$ cat config.mk
export PLATFORM = sky130hd
export DESIGN_NAME = multicycle_main_controller
export DESIGN_NICKNAME = d
export VERILOG_FILES = /design/src/rtl/mips_ctrl_pkg.sv /design/src/rtl/mc_output_rom.sv /design/src/rtl/multicycle_main_controller.sv
export SDC_FILE = /design/constraint.sdc
export NUM_CORES = 1
export LEC_CHECK = 0
export ABC_AREA = 1
export CELL_PAD_IN_SITES_DETAIL_PLACEMENT = 2
export CELL_PAD_IN_SITES_GLOBAL_PLACEMENT = 2
export CORE_AREA = 8 8 66 68
export DETAILED_ROUTE_END_ITERATION = 16
export DIE_AREA = 0 0 74 76
export PLACE_DENSITY_LB_ADDON = 0.1
export SYNTH_ARGS = -nofsm -noshare
export SYNTH_HDL_FRONTEND = slang
export SYNTH_SLANG_ARGS = --single-unit
$ cat constraint.sdc
create_clock -name clk -period 1.6 [get_ports clk]
set_input_delay 0.16 -clock clk [delete_from_list [all_inputs] [get_ports clk]]
set_output_delay 0.16 -clock clk [all_outputs]
set_load 0.005 [all_outputs]
$ cat src/rtl/mips_ctrl_pkg.sv
// Shared definitions for the multicycle MIPS control unit.
// Holds the FSM state codes, the opcode constants, the ALUOp codes used by
// both the main controller and the ALU decoder, the mux-select encodings,
// and the packed control word produced by the output ROM.
package mips_ctrl_pkg;

    // State codes are fixed so the State debug port is stable across builds.
    typedef enum logic [3:0] {
        FETCH  = 4'd0,
        DECODE = 4'd1,
        MEMADR = 4'd2,
        MEMRD  = 4'd3,
        MEMWB  = 4'd4,
        MEMWR  = 4'd5,
        EXEC   = 4'd6,
        ALUWB  = 4'd7,
        BRANCH = 4'd8,
        ADDIEX = 4'd9,
        ADDIWB = 4'd10,
        JUMP   = 4'd11,
        IDLE   = 4'd12
    } state_t;

    localparam logic [5:0] OP_LW    = 6'b100011;
    localparam logic [5:0] OP_SW    = 6'b101011;
    localparam logic [5:0] OP_RTYPE = 6'b000000;
    localparam logic [5:0] OP_BEQ   = 6'b000100;
    localparam logic [5:0] OP_ADDI  = 6'b001000;
    localparam logic [5:0] OP_J     = 6'b000010;

    localparam logic [1:0] ALUOP_ADD   = 2'b00;
    localparam logic [1:0] ALUOP_SUB   = 2'b01;
    localparam logic [1:0] ALUOP_FUNCT = 2'b10;

    localparam logic [1:0] SRCB_REG   = 2'b00;
    localparam logic [1:0] SRCB_FOUR  = 2'b01;
    localparam logic [1:0] SRCB_IMM   = 2'b10;
    localparam logic [1:0] SRCB_IMMSH = 2'b11;

    localparam logic [1:0] PCSRC_ALU    = 2'b00;
    localparam logic [1:0] PCSRC_ALUOUT = 2'b01;
    localparam logic [1:0] PCSRC_JUMP   = 2'b10;

    typedef struct packed {
        logic       iord;
        logic       mem_write;
        logic       ir_write;
        logic       reg_dst;
        logic       mem_to_reg;
        logic       reg_write;
        logic       alu_src_a;
        logic       branch;
        logic       pc_write;
        logic [1:0] alu_src_b;
        logic [1:0] pc_src;
        logic [1:0] alu_op;
    } ctrl_t;

    // True for every opcode the controller knows how to sequence.
    function automatic logic is_known_op(input logic [5:0] op);
        return (op == OP_LW) || (op == OP_SW) || (op == OP_RTYPE) ||
               (op == OP_BEQ) || (op == OP_ADDI) || (op == OP_J);
    endfunction

endpackage

$ cat src/rtl/mc_output_rom.sv
// State-to-control-word table for the multicycle main controller.
// Ports:
//   state - current FSM state code (4 bits)
//   ctrl  - datapath strobes and mux selects for that state
// Purely combinational; codes with no entry (IDLE, 13-15) yield an all-zero word.
module mc_output_rom
    import mips_ctrl_pkg::*;
(
    input  logic [3:0] state,
    output ctrl_t      ctrl
);

    always_comb begin
        ctrl = '0;
        case (state)
            FETCH: begin
                ctrl.ir_write  = 1'b1;
                ctrl.pc_write  = 1'b1;
                ctrl.alu_src_b = SRCB_FOUR;
            end
            DECODE: begin
                ctrl.alu_src_b = SRCB_IMMSH;
            end
            MEMADR, ADDIEX: begin
                ctrl.alu_src_a = 1'b1;
                ctrl.alu_src_b = SRCB_IMM;
            end
            MEMRD: begin
                ctrl.iord = 1'b1;
            end
            MEMWB: begin
                ctrl.mem_to_reg = 1'b1;
                ctrl.reg_write  = 1'b1;
            end
            MEMWR: begin
                ctrl.iord      = 1'b1;
                ctrl.mem_write = 1'b1;
            end
            EXEC: begin
                ctrl.alu_src_a = 1'b1;
                ctrl.alu_op    = ALUOP_FUNCT;
            end
            ALUWB: begin
                ctrl.reg_dst   = 1'b1;
                ctrl.reg_write = 1'b1;
            end
            BRANCH: begin
                ctrl.alu_src_a = 1'b1;
                ctrl.alu_op    = ALUOP_SUB;
                ctrl.pc_src    = PCSRC_ALUOUT;
                ctrl.branch    = 1'b1;
            end
            ADDIWB: begin
                ctrl.reg_write = 1'b1;
            end
            JUMP: begin
                ctrl.pc_src   = PCSRC_JUMP;
                ctrl.pc_write = 1'b1;
            end
            default: begin
                ctrl = '0;
            end
        endcase
    end

endmodule

$ cat src/rtl/multicycle_main_controller.sv
// Main controller FSM for a multicycle MIPS datapath.
// Ports:
//   clk, rst_n         - clock and asynchronous active-low reset
//   Op, Zero           - opcode from the instruction register, ALU zero flag
//   IorD .. PCWrite    - single-bit datapath strobes/selects
//   ALUSrcB, PCSrc     - 2-bit mux selects
//   ALUOp              - ALU decoder operation class
//   PCEn               - PC register enable (PCWrite or taken branch)
//   Illegal            - unrecognised opcode seen in DECODE
//   State              - current state code, for debug
// Reset drops straight into IDLE, whose control word is all zero, so any
// in-flight write strobe is released without waiting for a clock edge.
module multicycle_main_controller
    import mips_ctrl_pkg::*;
(
    input  logic       clk,
    input  logic       rst_n,
    input  logic [5:0] Op,
    input  logic       Zero,
    output logic       IorD,
    output logic       MemWrite,
    output logic       IRWrite,
    output logic       RegDst,
    output logic       MemtoReg,
    output logic       RegWrite,
    output logic       ALUSrcA,
    output logic       Branch,
    output logic       PCWrite,
    output logic [1:0] ALUSrcB,
    output logic [1:0] PCSrc,
    output logic [1:0] ALUOp,
    output logic       PCEn,
    output logic       Illegal,
    output logic [3:0] State
);

    state_t state_q;
    state_t state_d;
    ctrl_t  ctrl;

    always_ff @(posedge clk or negedge rst_n) begin
        if (!rst_n) begin
            state_q <= IDLE;
        end else begin
            state_q <= state_d;
        end
    end

    // Op only steers the sequence in DECODE and MEMADR; every other state
    // advances regardless of what the instruction register holds.
    always_comb begin
        state_d = FETCH;
        case (state_q)
            IDLE:   state_d = FETCH;
            FETCH:  state_d = DECODE;
            DECODE: begin
                case (Op)
                    OP_LW, OP_SW: state_d = MEMADR;
                    OP_RTYPE:     state_d = EXEC;
                    OP_BEQ:       state_d = BRANCH;
                    OP_ADDI:      state_d = ADDIEX;
                    OP_J:         state_d = JUMP;
                    default:      state_d = FETCH;
                endcase
            end
            MEMADR: begin
                if (Op == OP_LW) begin
                    state_d = MEMRD;
                end else if (Op == OP_SW) begin
                    state_d = MEMWR;
                end else begin
                    state_d = FETCH;
                end
            end
            MEMRD:  state_d = MEMWB;
            EXEC:   state_d = ALUWB;
            ADDIEX: state_d = ADDIWB;
            default: state_d = FETCH;
        endcase
    end

    mc_output_rom u_rom (
        .state (state_q),
        .ctrl  (ctrl)
    );

    assign IorD     = ctrl.iord;
    assign MemWrite = ctrl.mem_write;
    assign IRWrite  = ctrl.ir_write;
    assign RegDst   = ctrl.reg_dst;
    assign MemtoReg = ctrl.mem_to_reg;
    assign RegWrite = ctrl.reg_write;
    assign ALUSrcA  = ctrl.alu_src_a;
    assign Branch   = ctrl.branch;
    assign PCWrite  = ctrl.pc_write;
    assign ALUSrcB  = ctrl.alu_src_b;
    assign PCSrc    = ctrl.pc_src;
    assign ALUOp    = ctrl.alu_op;
    assign State    = state_q;

    assign PCEn    = ctrl.pc_write | (ctrl.branch & Zero);
    assign Illegal = (state_q == DECODE) && !is_known_op(Op);

endmodule

==> flow_metrics.py <==
metrics = {
    "status": {
        "status": "finished with violations",
        "violations": "negative setup slack",
    },
    "grt": {
        "grt_pass1_wl_um": 4520,
        "grt_pass1_vias": 977,
        "met1_usage_pct": 8.52,
        "met2_usage_pct": 21.6,
        "grt_use_total_pct": 10.1,
        "top_usage_layer": "met2",
        "grtUsageMet3_pct": 1.32,
        "antenna_found_initial": 0,
        "grt_overflow": 0,
        "grt_max_degree": 6,
    },
    "sta": {
        "setup_viol": 3,
        "drv_slew": 0,
        "rsz0062_at_grt": "true",
        "layout_min_cycle_time_ns": 1.64,
        "fin_skew_ns": 0.000712,
        "worst_pin_slew_ns": 0.217,
        "layout_setup_ws_ns": -0.0432,
        "slew-limit-headroom_pct": 85.6,
        "finalHoldViolCount": 0,
        "fmaxAchievable_mhz": 609,
        "post-route-period-util_pct": 103,
    },
    "routing": {
        "drc": 0,
        "drt_iter0_markers": 6,
        "routed_wl_um": 2750,
        "dr_total_vias": 810,
        "ant_nets": 0,
        "dr.pass1.iters": 2,
        "viasPerCell": 3.97,
        "wl_per_cell_um": 13.5,
    },
    "synth": {
        "syn_area_per_cell_um2": 5.48,
        "yosysUniqueCellTypes": 15,
        "synth-seq-cells": 4,
        "synth_top_area_share_pct": 15.9,
        "yosysSeqAreaShare_pct": 21.8,
        "ys_warn_count": 0,
        "synthesis.nets": 95,
        "ys_top_cells_by_area": "nand2_1 16%, nor2_1 14%, dfstp_2 11%",
        "syn_inst": 86,
        "synth_area_leader_cell": "nand2_1",
        "syn_area_um2": 472,
    },
    "final_layout": {
        "fin_cells": 204,
        "antenna_cells": 0,
        "fin_util_pct": 35.9,
        "area_growth_syn_to_layout_pct": 162,
        "layout_common_cells": "30 x buf_4, 16 x nand2_1, 13 x buf_6, 10 x nor2_1",
        "layout.nets": 167,
        "n_fill_cell": 435,
        "seqCellArea_um2": 104,
        "final_common_cell": "buf_4",
        "largest_reg_flops": 4,
        "multi_input_comb_area_um2": 387,
        "layout-drive-gt1-share_pct": 57.1,
    },
    "floorplanning": {
        "die_height_um": 76,
        "io_pins": 30,
        "dieArea_um2": 5620,
        "start_util_pct": 13.7,
        "coreArea_um2": 3440,
        "dieWidth_um": 74,
        "placementRows": 22,
    },
    "pwr": {
        "finalPower_mw": 1.11,
        "peakVddDrop_uv": 215,
        "switching_share_pct": 41.1,
        "internal-power_mw": 0.657,
        "switching_power_mw": 0.458,
        "powerDensity_nw_per_um2": 904,
        "pwr-share-comb_pct": 73.5,
        "pwr-share-seq_pct": 15.4,
        "p_clk_share_pct": 11.1,
        "leakage_nw": 0.722,
    },
    "setup_path": {
        "critPathMaxFanout": 3,
        "worstSetupEndpointType": "output pin",
        "worstPathRequired_ns": 1.44,
        "arrival_ns": 1.48,
        "start_kind": "flop",
        "crit_type": "reg -> out",
    },
    "cts": {
        "clk_latency_ns": 0.23,
        "cts_max_path_buffers": 2,
        "clkSlewWorstSetupHoldPaths_ns": 0.04,
        "postCtsHoldBufs": 0,
        "cts_tree": "yes",
        "cts_inserted_buffers": 3,
        "clock-sinks": 4,
        "h-tree-depth": 1,
        "cts_root_buf": "clkbuf_4",
    },
    "placed_design": {
        "port_buffers": 29,
        "dp.cells": 186,
        "gp_congestion": 0.722,
        "dp_hpwl_um": 2010,
    },
    "hold_path": {
        "hp-class": "in -> async",
    },
    "flow_run": {
        "maxCapViolCount": 0,
    },
}
repair_timing:
item                       4_1_cts  5_1_grt
setup buffers                   13        2
gates resized for setup         67       34
setup endpoints to repair       18       18
pin swaps                        7        6
final cells by class:
type / instances / area share, %
Multi-Input combinational cell: 64 / 31.3
Tap cell: 48 / 4.87
Sequential cell: 4 / 8.42
Timing Repair Buffer: 68 / 48.0
Inverter: 17 / 5.58
Clock buffer: 3 / 1.83
worst max-delay path, cell delays in order (launching register included):
cell	delay, ns
dfstp_2	0.57
buf_6	0.11
nor2_4	0.04
buf_6	0.12
nand2_4	0.06
o21ai_2	0.06
a21o_1	0.16
buf_2	0.13
path summary, 6_finish.rpt:
check	start	slack (ns)	to	cells after the start
min	rst_n	0.13	State[0]	1
min reg2reg	State[0]	0.80	State[2]	3
max in group asynchronous	rst_n	1.24	State[2]	1
max	State[3]	-0.04	PCEn	7
min in group clk	Op[1]	0.35	State[2]	4
max reg2reg	State[3]	0.17	State[1]	10
routing by layer:
metal | part of all wire [%] | vias to the layer above
li1 | - | 403
met1 | 33 | 391
met2 | 63 | 14
met3 | 3.5 | 2
met4 | 0.62 | 0
met5 | 0 | -
synthesized netlist by cell type:
cell type	number
a21o_1	1
dfstp_2	2
o21ai_1	1
nor2_4	2
nor2_2	5
a21oi_1	2
inv_2	7
inv_1	10
nand3_1	7
buf_4	1
nor2_1	18
nand4_1	3
dfrtp_1	2
nand2_1	20
o21ai_0	5
cells by family (layout without fill, tap and decap cells):
logic type	Yosys count	after routing	synth area share [%]
and+or+nand+nor	55	55	53.0
buffers and inverters	18	88	15.1
AOI/OAI and AO/OA	9	9	10.1
DFF	4	4	21.8
stage by stage:
step	hold slack (ns)	setup TNS, ns	instance area (um^2)	setup WS (ns)
after floorplan	-0.136	0	472	0.392
final	0.126	-0.0778	1230	-0.0432
after detailed placement	0.377	-1.36	995	-0.349
after CTS	0.123	-0.228	1160	-0.126
after global placement	0.370	-1.10	995	-0.335
after global routing	0.133	-0.493	1230	-0.105
power by group through the flow:
stage                     clock, mW  combinational, mW  sequential [mW]
after floorplan                   0              0.217            0.162
after global placement            0              0.677            0.167
after detailed placement          0              0.689            0.169
after CTS                     0.131              0.750            0.170
after global routing          0.137              0.904            0.174
final                         0.123              0.820            0.172
Note: power is estimated with default switching activity, not from simulation.
